--- src/rtl/mul_pkg.sv ---
// rtl/mul_pkg.sv - shared types, widths and op decoding for the iterative multiplier
package mul_pkg;

    localparam int W    = 32;
    localparam int XW   = W + 2;
    localparam int ITER = XW / 2;

    localparam logic [1:0] OP_MUL    = 2'b00;
    localparam logic [1:0] OP_MULH   = 2'b01;
    localparam logic [1:0] OP_MULHSU = 2'b10;
    localparam logic [1:0] OP_MULHU  = 2'b11;

    typedef enum logic [1:0] {
        IDLE = 2'b00,
        BUSY = 2'b01,
        DONE = 2'b10
    } state_e;

    // {x_signed, y_signed}; MUL shares MULH's pair so the two can hit each other's cache entry
    function automatic logic [1:0] op_signs(input logic [1:0] op);
        case (op)
            OP_MULHSU: return 2'b10;
            OP_MULHU:  return 2'b00;
            default:   return 2'b11;
        endcase
    endfunction

endpackage

--- src/rtl/mul_iter_ctrl_if.sv ---
// rtl/mul_iter_ctrl_if.sv - issue/writeback handshake bundle of the multiply unit
interface mul_iter_ctrl_if;
    import mul_pkg::*;

    logic         i_valid;
    logic         o_ready;
    logic [1:0]   i_mul_op;
    logic [W-1:0] i_x;
    logic [W-1:0] i_y;
    logic         i_flush;
    logic         o_valid;
    logic         i_res_ready;
    logic [W-1:0] o_result;
    logic         o_stall;

    modport master (
        output i_valid, i_mul_op, i_x, i_y, i_flush, i_res_ready,
        input  o_ready, o_valid, o_result, o_stall
    );

    modport slave (
        input  i_valid, i_mul_op, i_x, i_y, i_flush, i_res_ready,
        output o_ready, o_valid, o_result, o_stall
    );

endinterface

--- src/rtl/booth_digit_pp.sv ---
// rtl/booth_digit_pp.sv - radix-4 Booth partial product for one 3-bit multiplier digit
module booth_digit_pp
    import mul_pkg::*;
(
    input  logic [XW-1:0] x_i,
    input  logic [2:0]    digit_i,
    output logic [XW:0]   pp_o
);
    logic [XW:0] x1;
    logic [XW:0] x2;

    assign x1 = {x_i[XW-1], x_i};
    assign x2 = {x_i, 1'b0};

    always_comb begin
        pp_o = '0;
        case (digit_i)
            3'b001, 3'b010: pp_o = x1;
            3'b011:         pp_o = x2;
            3'b100:         pp_o = -x2;
            3'b101, 3'b110: pp_o = -x1;
            default:        pp_o = '0;
        endcase
    end

endmodule

--- src/rtl/mul_iter_ctrl.sv ---
// rtl/mul_iter_ctrl.sv - iterative radix-4 Booth RV32M multiplier with a one-entry result cache
module mul_iter_ctrl
    import mul_pkg::*;
(
    input  logic           clk,
    input  logic           rst_n,
    mul_iter_ctrl_if.slave bus
);
    localparam int CW = $clog2(ITER);

    state_e          state_q;
    logic [XW-1:0]   x_q;
    logic [XW+1:0]   acc_q;
    logic [XW:0]     mpl_q;
    logic [CW-1:0]   cnt_q;
    logic            lo_sel_q;
    logic [1:0]      sp_q;
    logic [W-1:0]    key_y_q;
    logic            ready_q;
    logic            valid_q;
    logic            busy_q;
    logic [W-1:0]    result_q;
    logic            cache_vld_q;
    logic [W-1:0]    cache_x_q;
    logic [W-1:0]    cache_y_q;
    logic [1:0]      cache_sp_q;
    logic [2*W-1:0]  cache_prod_q;

    logic [1:0]      req_sp_d;
    logic [XW-1:0]   req_x_d;
    logic [XW-1:0]   req_y_d;
    logic            accept_d;
    logic            hit_d;
    logic [XW:0]     pp_d;
    logic [XW+1:0]   acc_sum_d;
    logic [2*XW+2:0] pair_d;
    logic [2*W-1:0]  prod_d;

    assign req_sp_d = op_signs(bus.i_mul_op);
    assign req_x_d  = req_sp_d[1] ? {{2{bus.i_x[W-1]}}, bus.i_x} : {2'b00, bus.i_x};
    assign req_y_d  = req_sp_d[0] ? {{2{bus.i_y[W-1]}}, bus.i_y} : {2'b00, bus.i_y};
    assign accept_d = (state_q == IDLE) && bus.i_valid && !bus.i_flush;
    assign hit_d    = cache_vld_q && (cache_x_q == bus.i_x) && (cache_y_q == bus.i_y)
                      && (cache_sp_q == req_sp_d);

    booth_digit_pp u_pp (
        .x_i     (x_q),
        .digit_i (mpl_q[2:0]),
        .pp_o    (pp_d)
    );

    // Accumulator sits above the multiplier; product bits fall into the multiplier field as it drains
    assign acc_sum_d = acc_q + {pp_d[XW], pp_d};
    assign pair_d    = $signed({acc_sum_d, mpl_q}) >>> 2;
    assign prod_d    = pair_d[2*W:1];

    always_ff @(posedge clk or negedge rst_n) begin
        if (!rst_n) begin
            state_q      <= IDLE;
            x_q          <= '0;
            acc_q        <= '0;
            mpl_q        <= '0;
            cnt_q        <= '0;
            lo_sel_q     <= 1'b0;
            sp_q         <= '0;
            key_y_q      <= '0;
            ready_q      <= 1'b1;
            valid_q      <= 1'b0;
            busy_q       <= 1'b0;
            result_q     <= '0;
            cache_vld_q  <= 1'b0;
            cache_x_q    <= '0;
            cache_y_q    <= '0;
            cache_sp_q   <= '0;
            cache_prod_q <= '0;
        end else begin
            case (state_q)
                IDLE: begin
                    if (accept_d) begin
                        ready_q <= 1'b0;
                        if (hit_d) begin
                            state_q  <= DONE;
                            valid_q  <= 1'b1;
                            result_q <= (bus.i_mul_op == OP_MUL) ? cache_prod_q[W-1:0]
                                                                 : cache_prod_q[2*W-1:W];
                        end else begin
                            state_q  <= BUSY;
                            busy_q   <= 1'b1;
                            x_q      <= req_x_d;
                            mpl_q    <= {req_y_d, 1'b0};
                            acc_q    <= '0;
                            cnt_q    <= '0;
                            lo_sel_q <= (bus.i_mul_op == OP_MUL);
                            sp_q     <= req_sp_d;
                            key_y_q  <= bus.i_y;
                        end
                    end
                end
                BUSY: begin
                    if (bus.i_flush) begin
                        state_q <= IDLE;
                        busy_q  <= 1'b0;
                        ready_q <= 1'b1;
                    end else begin
                        acc_q <= pair_d[2*XW+2:XW+1];
                        mpl_q <= pair_d[XW:0];
                        cnt_q <= cnt_q + 1'b1;
                        if (cnt_q == CW'(ITER - 1)) begin
                            state_q      <= DONE;
                            busy_q       <= 1'b0;
                            valid_q      <= 1'b1;
                            result_q     <= lo_sel_q ? prod_d[W-1:0] : prod_d[2*W-1:W];
                            cache_vld_q  <= 1'b1;
                            cache_x_q    <= x_q[W-1:0];
                            cache_y_q    <= key_y_q;
                            cache_sp_q   <= sp_q;
                            cache_prod_q <= prod_d;
                        end
                    end
                end
                DONE: begin
                    if (bus.i_flush || bus.i_res_ready) begin
                        state_q <= IDLE;
                        valid_q <= 1'b0;
                        ready_q <= 1'b1;
                    end
                end
                default: begin
                    state_q <= IDLE;
                    busy_q  <= 1'b0;
                    valid_q <= 1'b0;
                    ready_q <= 1'b1;
                end
            endcase
        end
    end

    assign bus.o_ready  = ready_q;
    assign bus.o_valid  = valid_q;
    assign bus.o_result = result_q;
    assign bus.o_stall  = busy_q | (valid_q & ~bus.i_res_ready);

endmodule

--- src/flat_wrapper.sv ---
// flat-port wrapper written by rule: the top's interface ports become plain ports
module mul_iter_ctrl_flat import mul_pkg::*;
  (clk, rst_n, bus_i_valid, bus_i_mul_op, bus_i_x, bus_i_y, bus_i_flush, bus_i_res_ready, bus_o_ready, bus_o_valid, bus_o_result, bus_o_stall);
  mul_iter_ctrl_if bus_i ();
  input  logic clk;
  input  logic rst_n;
  input wire logic [$bits(bus_i.i_valid)-1:0] bus_i_valid;
  input wire logic [$bits(bus_i.i_mul_op)-1:0] bus_i_mul_op;
  input wire logic [$bits(bus_i.i_x)-1:0] bus_i_x;
  input wire logic [$bits(bus_i.i_y)-1:0] bus_i_y;
  input wire logic [$bits(bus_i.i_flush)-1:0] bus_i_flush;
  input wire logic [$bits(bus_i.i_res_ready)-1:0] bus_i_res_ready;
  output wire logic [$bits(bus_i.o_ready)-1:0] bus_o_ready;
  output wire logic [$bits(bus_i.o_valid)-1:0] bus_o_valid;
  output wire logic [$bits(bus_i.o_result)-1:0] bus_o_result;
  output wire logic [$bits(bus_i.o_stall)-1:0] bus_o_stall;
  assign bus_i.i_valid = bus_i_valid;
  assign bus_i.i_mul_op = bus_i_mul_op;
  assign bus_i.i_x = bus_i_x;
  assign bus_i.i_y = bus_i_y;
  assign bus_i.i_flush = bus_i_flush;
  assign bus_i.i_res_ready = bus_i_res_ready;
  assign bus_o_ready = bus_i.o_ready;
  assign bus_o_valid = bus_i.o_valid;
  assign bus_o_result = bus_i.o_result;
  assign bus_o_stall = bus_i.o_stall;
  mul_iter_ctrl u_core (.clk(clk), .rst_n(rst_n), .bus(bus_i));
endmodule
--- config.mk ---
export PLATFORM = sky130hd
export DESIGN_NAME = mul_iter_ctrl_flat
export DESIGN_NICKNAME = d
export VERILOG_FILES = /design/src/rtl/mul_pkg.sv /design/src/rtl/mul_iter_ctrl_if.sv /design/src/rtl/booth_digit_pp.sv /design/src/rtl/mul_iter_ctrl.sv /design/src/flat_wrapper.sv
export SDC_FILE = /design/constraint.sdc
export NUM_CORES = 1
export LEC_CHECK = 0
export ABC_AREA = 1
export BUFFER_PORTS_ARGS = -buffer_cell sky130_fd_sc_hd__buf_4
export CAP_MARGIN = 10
export CORE_ASPECT_RATIO = 0.75
export CORE_MARGIN = 3
export CORE_UTILIZATION = 40
export CTS_CLUSTER_SIZE = 25
export DETAILED_ROUTE_END_ITERATION = 8
export PLACE_DENSITY_LB_ADDON = 0.08
export SETUP_SLACK_MARGIN = 0.05
export SLEW_MARGIN = 10
export SYNTH_ARGS = -nofsm -noshare
export SYNTH_HDL_FRONTEND = slang
export SYNTH_HIERARCHICAL = 1
export SYNTH_SLANG_ARGS = --single-unit
export TNS_END_PERCENT = 20
--- constraint.sdc ---
create_clock -name clk -period 3.95 [get_ports clk]
set_clock_uncertainty 0.2 [all_clocks]
set_input_delay 0.9875 -clock clk [delete_from_list [all_inputs] [get_ports clk]]
set_output_delay 0.9875 -clock clk [all_outputs]
set_load 0.02 [all_outputs]
After elaboration in Yosys (flattened, before gate mapping)
Cells that the tools add are included.
{"block": "op_classes", "eq_ne": 22, "n_addsub": 4, "muxes": 44, "bitwise_logic": 6, "reduce_logical": 20}
{"operator": "32-bit 2-to-1 mux", "n": 6}
{"operator": "35-bit one-hot mux with 4 select lines", "n": 1}
{"operator": "36-bit 2-to-1 mux", "n": 3}
{"operator": "35-bit 2-to-1 mux", "n": 3}
{"operator": "36-bit one-hot mux with 2 select lines", "n": 1}
{"operator": "35-bit negator", "n": 2}
{"operator": "35-bit one-hot mux with 2 select lines", "n": 1}
{"operator": "34-bit 2-to-1 mux", "n": 2}
{"operator": "32-bit == test", "n": 2}
{"operator": "32-bit one-hot mux with 2 select lines", "n": 1}
{"operator": "36-bit adder", "n": 1}
{"operator": "5-bit 2-to-1 mux", "n": 3}
{"operator": "1-bit 2-to-1 mux", "n": 12}
{"operator": "3-bit AND reduction", "n": 4}
{"operator": "2-bit 2-to-1 mux", "n": 5}
{"operator": "5-bit one-hot mux with 2 select lines", "n": 1}
{"operator": "5-bit AND reduction", "n": 2}
{"operator": "3-bit == test (second input constant)", "n": 3}
{"operator": "1-bit one-hot mux with 3 select lines", "n": 3}
{"operator": "2-bit by 1-bit inequality test with 1-bit output (second input constant)", "n": 4}
{"operator": "4-bit AND reduction", "n": 2}
{"operator": "2-bit == test (second input constant)", "n": 3}
{"operator": "3-bit by 2-bit == test with 1-bit output (second input constant)", "n": 2}
{"operator": "2-bit inequality test (second input constant)", "n": 3}
{"operator": "17 further kinds", "n": 26}
{"block": "totals", "ff_bits": 313, "output_inout_bits": 35, "elab_cells": 113}

Logic depth before layout (Yosys ltp)
Gate-level depths: netlist of the first run.
{"block": "logic_depth", "ltp_word": 8, "mapped_depth": 25}

Cells and area by module
The synthesis of the first run kept the hierarchy.
{"mod": "mul_iter_ctrl", "n_inst": 1, "cells_per_inst": 2327, "area_each_um2": 16849.9, "seq_area_each_um2": 7758.7}
{"mod": "booth_digit_pp", "n_inst": 1, "cells_per_inst": 399, "area_each_um2": 1983.2, "seq_area_each_um2": 0.0}

Worst setup path before layout of the first run
Ideal clock, no wire load.
{"block": "synth_timing", "kind": "register to register", "startpoint": "register u_core.x_q[0]", "endpoint": "register u_core.result_q[28], in the netlist u_core/bus.o_result[28]", "path_slack_ps": 988, "synth_period_minus_slack_ps": 2962, "stages_incl_launch_ff": 23, "arrival_ps": 2646, "required_time_ps": 3634, "setup_time_ps": 116, "cell_sequence": "dfrtp_1 -> inv_1 -> ha_1 -> nand2_4 -> nor2_8 -> nand2_2 -> nor2_2 -> nand2_1 -> nand3_1 -> nand3b_1 -> ha_1 -> nand2_1 -> inv_1 -> a21oi_1 -> nand2_1 -> a21oi_1 -> nand2_1 -> nand2_1 -> nand3_1 -> nand2_1 -> nand2_1 -> nand2_1 -> nand2_1"}
{"block": "synth_between", "elab_chain_cells": 7}
{"item": "start: declaration", "line_no": "mul_iter_ctrl.sv:12", "text": "logic [XW-1:0] x_q;"}
{"item": "start signal: assignment", "line_no": "mul_iter_ctrl.sv:89", "text": "x_q <= req_x_d;"}
{"item": "35-bit negator (on tied branches)", "line_no": "booth_digit_pp.sv:21, booth_digit_pp.sv:20"}
{"item": "35-bit one-hot mux with 4 select lines *", "line_no": "booth_digit_pp.sv:17", "text": "case (digit_i)"}
{"item": "via u_core.pp_d[18]", "line_no": "mul_iter_ctrl.sv:34", "text": "logic [XW:0] pp_d;"}
{"item": "36-bit adder *", "line_no": "mul_iter_ctrl.sv:53", "text": "assign acc_sum_d = acc_q + {pp_d[XW], pp_d};"}
{"item": "32-bit 2-to-1 mux *", "line_no": "mul_iter_ctrl.sv:112", "text": "result_q <= lo_sel_q ? prod_d[W-1:0] : prod_d[2*W-1:W];"}
{"item": "32-bit 2-to-1 mux *", "line_no": "mul_iter_ctrl.sv:108", "text": "if (cnt_q == CW'(ITER - 1)) begin"}
{"item": "32-bit 2-to-1 mux *", "line_no": "mul_iter_ctrl.sv:100", "text": "if (bus.i_flush) begin"}
{"item": "32-bit one-hot mux with 2 select lines *", "line_no": "mul_iter_ctrl.sv:77", "text": "case (state_q)"}
{"item": "end signal: assignment", "line_no": "mul_iter_ctrl.sv:84", "text": "result_q <= (bus.i_mul_op == OP_MUL) ? cache_prod_q[W-1:0]"}
{"item": "end signal: assignment", "line_no": "mul_iter_ctrl.sv:112"}
{"item": "end: declaration", "line_no": "mul_iter_ctrl.sv:22", "text": "logic [W-1:0] result_q;"}
Mark *: on every way through the listed nets, which the timed path passes. The rest lies on a longest branch. The select of a mux whose other input is x is not followed.
A chain may end at the register's enable or synchronous reset.

Worst setup path after layout of the first run
{"block": "layout_timing", "startpoint": "register u_core.mpl_q[1]", "endpoint": "register u_core.result_q[31], in the netlist u_core/bus.o_result[31]"}
{"block": "layout_between", "elab_chain_cells": 8}
{"item": "start: declaration", "line_no": "mul_iter_ctrl.sv:14", "text": "logic [XW:0] mpl_q;"}
{"item": "start signal: assignment", "line_no": "mul_iter_ctrl.sv:90", "text": "mpl_q <= {req_y_d, 1'b0};"}
{"item": "start signal: assignment", "line_no": "mul_iter_ctrl.sv:106", "text": "mpl_q <= pair_d[XW:0];"}
{"item": "3-bit == test, or another cell as far along", "line_no": "booth_digit_pp.sv:17"}
{"item": "2-bit OR reduction", "line_no": "booth_digit_pp.sv:17"}
{"item": "35-bit one-hot mux with 4 select lines *", "line_no": "booth_digit_pp.sv:17"}
{"item": "via u_core.pp_d[8]", "line_no": "mul_iter_ctrl.sv:34"}
{"item": "36-bit adder *", "line_no": "mul_iter_ctrl.sv:53"}
{"item": "32-bit 2-to-1 mux *", "line_no": "mul_iter_ctrl.sv:112"}
{"item": "32-bit 2-to-1 mux *", "line_no": "mul_iter_ctrl.sv:108"}
{"item": "32-bit 2-to-1 mux *", "line_no": "mul_iter_ctrl.sv:100"}
{"item": "32-bit one-hot mux with 2 select lines *", "line_no": "mul_iter_ctrl.sv:77"}
Marked as above.

==> reports/results.txt, run 1 <==
Status: complete, no violations
Asr flop ratio synth: 1.00
HPWL after detailed placement: 53.7 mm
Detail Route Antenna Nets: 0
Most frequent cells in the layout: nand2_1, inv_1, dfrtp_1
First-pass GRT wire length: 107 mm
CTS tree: done
Final setup fails: 0
# nets final: 2951
Leakage: 11.5 nW
EDFF count, synth: 0
TritonCTS buffer count: 36
Filler instances: 4759
R2R cell count: 19
CTS Hold Bufs: 0
Vias in the first global route: 17269
Power share of the clock group: 0.166
CP Launch Type: register
WS Path Type: register to register
Slew Viols, Final: 0
Critical Path AT: 3.99 ns
Minimum clock period: 3.73 ns
Layout area overhead: 17.8%
Synth warnings: 6
# rows: 68
GRT Overall Usage: 0.282
Port Buffers: 105
WL met2: 28.4 mm
Avg WL per Cell: 20.3 µm
Final Hold Vio Count: 0
Number of H-tree levels: 2
Total number of vias: 18073
RSZ-0062 raised after global routing: true
DRC viols: 0
Proportion of layout cells with a drive suffix above 1: 0.135
Pre-Repair DR Iteration Count: 5
Top cells by area, synth: dfrtp_1, nand2_1, inv_1, o21ai_0, nor2_1
Final period util: 0.943
Commonest non-fill, non-tap cell in the layout: nand2_1
Largest net degree at the start of global routing: 161
DR WL met3: 6.80 mm
Syn Nets: 2836
Gr ovfl total: 0
Register area share after synthesis: 0.412
Max layer used: met4
Final Util: 0.479
Die Y: 194 µm
Top_reg_cell synth: dfrtp_1
Max Root-Sink Buffers: 3
Yosys top cell area share: 0.411
Worst hold slack: 0.240 ns
IO Count: 106
Layout Cells excl Fill: 3498
Rel. slew slack: 0.432
Wire length on met1: 34.7 mm
Final WL: 71.0 mm
Logic pwr share: 0.577
Worst Tran Pin Value: 0.852 ns
Reg power frac: 0.257
NetSw: 10.3 mW
Starting Density: 0.407
Critical Path Fanout Max: 15
P_int: 10.1 mW
Root Buffer: clkbuf_16
Syn Inst Count: 2726
# diodes: 0
Die area: 49700 µm²
Hold crit path type: primary input to asynchronous set/reset pin
Die width: 257 µm
Crit. End Element: register
Via density: 5.17
Largest area contributor in the netlist: dfrtp_1
Distinct cells, synth: 45
Skew-Pair Late Insertion Delay: 0.56 ns
Req. time, crit path: 4.21 ns
Clock Pin Slew Worst Setup and Hold Paths: 0.06 ns
Max Cap Viol: 0
Core area: 46300 µm²
Initial antenna violation count: 1
Syn Std Cell Area: 18800 µm²
Maximum VDD drop: 0.467 mV
Syn Area/Cell: 6.91 µm²
First-iteration detailed-routing DRC count: 1868
Synth Register Bits: 310
PD cells: 918 nW/µm²
Switching share of power: 0.504
CTS sink cnt: 310
Max Fclk: 268 MHz
Placer congestion estimate: 0.975
Placed insts: 3429
==> critical path, cell delays in order (launching register included) <==
cell and delay [ns]:
dfrtp_1 0.43, nand2_1 0.23, nand3_4 0.22, buf_12 0.17
inv_1 0.12, nand2_1 0.09, nand4_1 0.24, ha_4 0.38
nand2_1 0.14, nor2_1 0.21, and2_1 0.17, nand2_1 0.08
nand2_2 0.13, nand2_1 0.09, nand3_1 0.10, nand3_1 0.19
nand2_1 0.13, nand2_1 0.12, nand2_1 0.11, nand2_1 0.06
==> worst paths after layout <==
path                                       from                       to  slack, ns
worst max register to register  u_core/mpl_q[1]  u_core/bus.o_result[31]       0.22
min in group clk                  u_core/busy_q            u_core/busy_q       0.27
worst min-delay path                      rst_n         u_core/acc_q[34]       0.24
worst max-delay path            u_core/mpl_q[1]  u_core/bus.o_result[31]       0.22
worst min register to register    u_core/busy_q            u_core/busy_q       0.27
max in group asynchronous                 rst_n           u_core/x_q[25]       2.42
==> power groups by stage <==
stage                     combinational, mW  clock, mW  sequential, mW
after global placement                 10.9          0            5.20
after CTS                              11.0       3.46            5.17
final                                  11.7       3.39            5.24
after detailed placement               10.9          0            5.21
after floorplan                        6.74          0            5.04
after global routing                   13.0       3.60            5.36
==> layout make-up <==
type	instances	area (µm²)	area share
multi-input combinational	1949	9560	0.431
clock inverter	9	88.8	0.00400
sequential	310	7770	0.350
inverter	368	1380	0.0624
timing repair buffer	176	1500	0.0674
clock buffer	56	1110	0.0499
tap	630	788	0.0355
==> repair_timing <==
item	CTS	global route
endpoints found under the hold margin	0	0
pin swaps	0	7
buffers inserted	0	3
resized for setup	5	90
cloned	0	1
setup endpoints to repair	5	49
==> state kept, by name, summed over array words and instances (netlist names) <==
name / flops
u_core/mpl_q: 35
u_core/x_q: 33
u_core/cnt_q: 5
u_core/bus.o_result: 32
u_core/acc_q: 34
u_core/cache_vld_q: 1
u_core/cache_y_q: 32
u_core/sp_q: 2
u_core/bus.o_valid: 1
u_core/lo_sel_q: 1
u_core/key_y_q: 32
u_core/cache_sp_q: 2
u_core/cache_prod_q: 64
u_core/cache_x_q: 32
u_core/bus.o_ready: 1
u_core/state_q: 2
u_core/busy_q: 1
==> metrics by stage <==
step	area (µm²)	setup TNS, ns	power (mW)	setup WS (ns)
4_1_cts	21800	-0.00914	19.6	-0.00914
5_1_grt	22200	0	21.9	0.0175
2_1_floorplan	18800	0	11.8	0.988
6_report	22200	0	20.4	0.224
3_3_place_gp	20600	-0.182	16.1	-0.0970
3_5_place_dp	20600	-0.0792	16.1	-0.0284
==> Yosys cell counts (8+ instances only) <==
cell	instances
nand2_1	944
inv_1	356
dfrtp_1	309
o21ai_0	246
nor2_1	214
nand3_1	127
a21oi_1	82
o21ai_1	64
clkbuf_1	50
ha_1	38
buf_2	30
nand4_1	27
o22ai_1	26
xor2_1	25
a31oi_1	23
nand3b_1	15
a21o_1	14
buf_6	14
nand2_2	14
nor2_2	14
nor3_1	13
nor2_4	11
inv_2	10
xnor2_1	8
==> cells by family (layout without fill, tap and decap cells) <==
kind of cell,Yosys count,count (layout),share of synthesized area
flops,310,310,0.412
simple gates,1396,1396,0.308
xor+xnor,33,33,0.0153
compound gates,481,481,0.137
fa+ha+maj,39,39,0.0263
buf+inv,467,609,0.101
==> routing by layer <==
layer	vias to the layer above	GRT usage
li1	8850	-
met3	61	0.0854
met2	601	0.394
met4	0	0.0554
met5	-	0
met1	8561	0.430
Note: power is estimated with default switching activity, not from simulation.
==> inputs of run 2 (changes only) <==
CORE_UTILIZATION = 60   (was 40)
PLACE_DENSITY_LB_ADDON = 0.2   (was 0.08)
SETUP_SLACK_MARGIN = 0.1   (was 0.05)
==> reports/results.txt, run 2 (synthesis results as in run 1) <==
Layout area overhead: 14.7%
Core area: 30600 µm² (-34%)
Biggest register: u_core/cache_prod_q
Starting Density: 0.616 (+0.209)
DRC viols: 0 (unchanged)
Number of H-tree levels: 1 (-1)
# nets final: 2939 (-0.41%)
Gr ovfl total: 0 (unchanged)
Dpl cell area: 20200 µm² (-1.5%)
Crit. End Element: register
Critical Path Fanout Max: 7 (-8)
Skew-Pair Late Insertion Delay: 0.61 ns (+0.05 ns)
Minimum clock period: 3.81 ns (+0.0830 ns)
Final setup fails: 0 (unchanged)
Clock Pin Slew Worst Setup and Hold Paths: 0.07 ns (about the same)
Placer congestion estimate: 1.01 (+3.7%)
Rel. slew slack: 0.243 (-0.188)
Hold crit path type: primary input to asynchronous set/reset pin
Final Hold Vio Count: 0 (unchanged)
Die area: 33600 µm² (-33%)
Port Buffers: 105 (unchanged)
TritonCTS buffer count: 30 (-17%)
RSZ-0062 raised after global routing: true
Largest register FFs: 64 (unchanged)
Total number of vias: 19566 (+8.3%)
GRT Overall Usage: 0.400 (+0.118)
Maximum VDD drop: 0.653 mV (+40%)
Vias in the first global route: 18372 (+6.4%)
Status: complete, no violations
Power Total: 20.0 mW (-1.9%)
Max Root-Sink Buffers: 3 (unchanged)
Final WL: 68.7 mm (-3.3%)
First-iteration detailed-routing DRC count: 2978 (+59%)
Critical Path AT: 4.14 ns (+0.15 ns)
Worst Tran Pin Value: 1.13 ns (+0.282 ns)
Most frequent cells in the layout: nand2_1, inv_1, dfrtp_1
Post-route cell area: 21600 µm² (-2.7%)
Pre-Repair DR Iteration Count: 6 (+1)
Avg WL per Cell: 21.1 µm (+4.0%)
Detail Route Antenna Nets: 0 (unchanged)
# rows: 55 (-19%)
Commonest non-fill, non-tap cell in the layout: nand2_1
CTS tree: done
First-pass GRT wire length: 105 mm (-1.6%)
Slew Viols, Final: 0 (unchanged)
Die width: 211 µm (-18%)
Die Y: 159 µm (-18%)
CP Launch Type: register
Max Cap Viol: 0 (unchanged)
Largest regs: u_core/cache_prod_q (64), u_core/mpl_q (35), u_core/acc_q (34)
# diodes: 0 (unchanged)
IO Count: 106 (unchanged)
Largest net degree at the start of global routing: 161 (unchanged)
Final period util: 0.964 (+0.0210)
Initial antenna violation count: 0 (-1)
CTS Hold Bufs: 0 (unchanged)
Proportion of layout cells with a drive suffix above 1: 0.125 (-0.00946)
PD cells: 926 nW/µm² (+0.82%)
Req. time, crit path: 4.28 ns (+0.07 ns)
Via density: 6.02 (+16%)
Leakage: 11.4 nW (-0.92%)
Post-route setup TNS: 0 ns (unchanged)
HPWL after detailed placement: 50.1 mm (-6.7%)
Root Buffer: clkbuf_16
WS Path Type: register to register
Final Util: 0.707 (+0.227)
CTS sink cnt: 310 (unchanged)
Max Fclk: 263 MHz (-2.2%)
-- run 2: cell types whose count changed in the layout (fill, tap and decap cells not counted), sizes merged --
cell | before | now
buf | 175 | 169
bufinv | 0 | 4
clkbuf | 57 | 36
clkinv | 11 | 14
clkinvlp | 0 | 3
inv | 366 | 368
-- run 2: path summary, 6_finish.rpt --
kind,from,end,slack [ns],depth (start not counted)
setup / recovery,u_core/x_q[2],u_core/acc_q[22],0.14,19
hold / removal,rst_n,u_core/cache_y_q[21],0.19,1
setup reg to reg,u_core/x_q[2],u_core/acc_q[22],0.14,19
hold reg to reg,u_core/cache_vld_q,u_core/cache_vld_q,0.27,1
max in group asynchronous,rst_n,u_core/cache_prod_q[57],2.45,2
min in group clk,u_core/cache_vld_q,u_core/cache_vld_q,0.27,1
-- run 2: per-layer routing --
metal  global-route usage  routed length [µm]  share of wire
met2                0.579               28700           0.42
met1                0.581               28000           0.41
met4                0.109                2410          0.035
met3                0.131                9580           0.14
met5                    0                   0              0
-- run 2: worst max-delay path, stage by stage, from the launching register on --
cell and delay [ns]:
dfrtp_2 0.49, nor2_2 0.17, nand2_2 0.16, nor2_4 0.15, buf_4 0.14, nand2_2 0.08
xor2_1 0.17, nand2_1 0.07, nand3b_1 0.08, ha_1 0.43, nand2_1 0.14, nor2_1 0.26
and2_1 0.17, nand2_1 0.07, nand2_1 0.13, nand2_1 0.09, nand2_1 0.13, nand2_1 0.15
a21oi_1 0.35, a21o_1 0.12
-- run 2: where the power goes --
group | leakage (nW) | switching [mW] | internal (mW)
clock | 0.515 | 1.38 | 1.73
combinational | 7.07 | 7.86 | 3.75
sequential | 3.83 | 1.04 | 4.23
total | 11.4 | 10.3 | 9.71
-- run 2: timing repair --
| action | 4_1_cts | 5_1_grt |
|---|---|---|
| gates cloned | 0 | 1 |
| gates resized for setup | 4 | 67 |
| setup buffers | 0 | 1 |
| pin swaps | 0 | 6 |
| setup endpoints to repair | 10 | 48 |
-- run 2: through the flow --
stage,hold WS [ns],setup WS [ns],std cells
after floorplan,0.236,0.988,2726
after global placement,0.250,0.0249,3194
after detailed placement,0.256,0.00231,3194
after CTS,0.207,0.0444,3250
after global routing,0.231,0.0298,3252
final,0.189,0.141,3252
-- run 2: layout make-up --
class                           instances  area (µm²)
Fill cell                            2347        8960
Timing Repair Buffer                  170        1460
Multi-Input combinational cell       1949        9430
Tap cell                              399         499
Clock inverter                         21         256
Clock buffer                           35         800
Sequential cell                       310        7770
Inverter                              368        1380
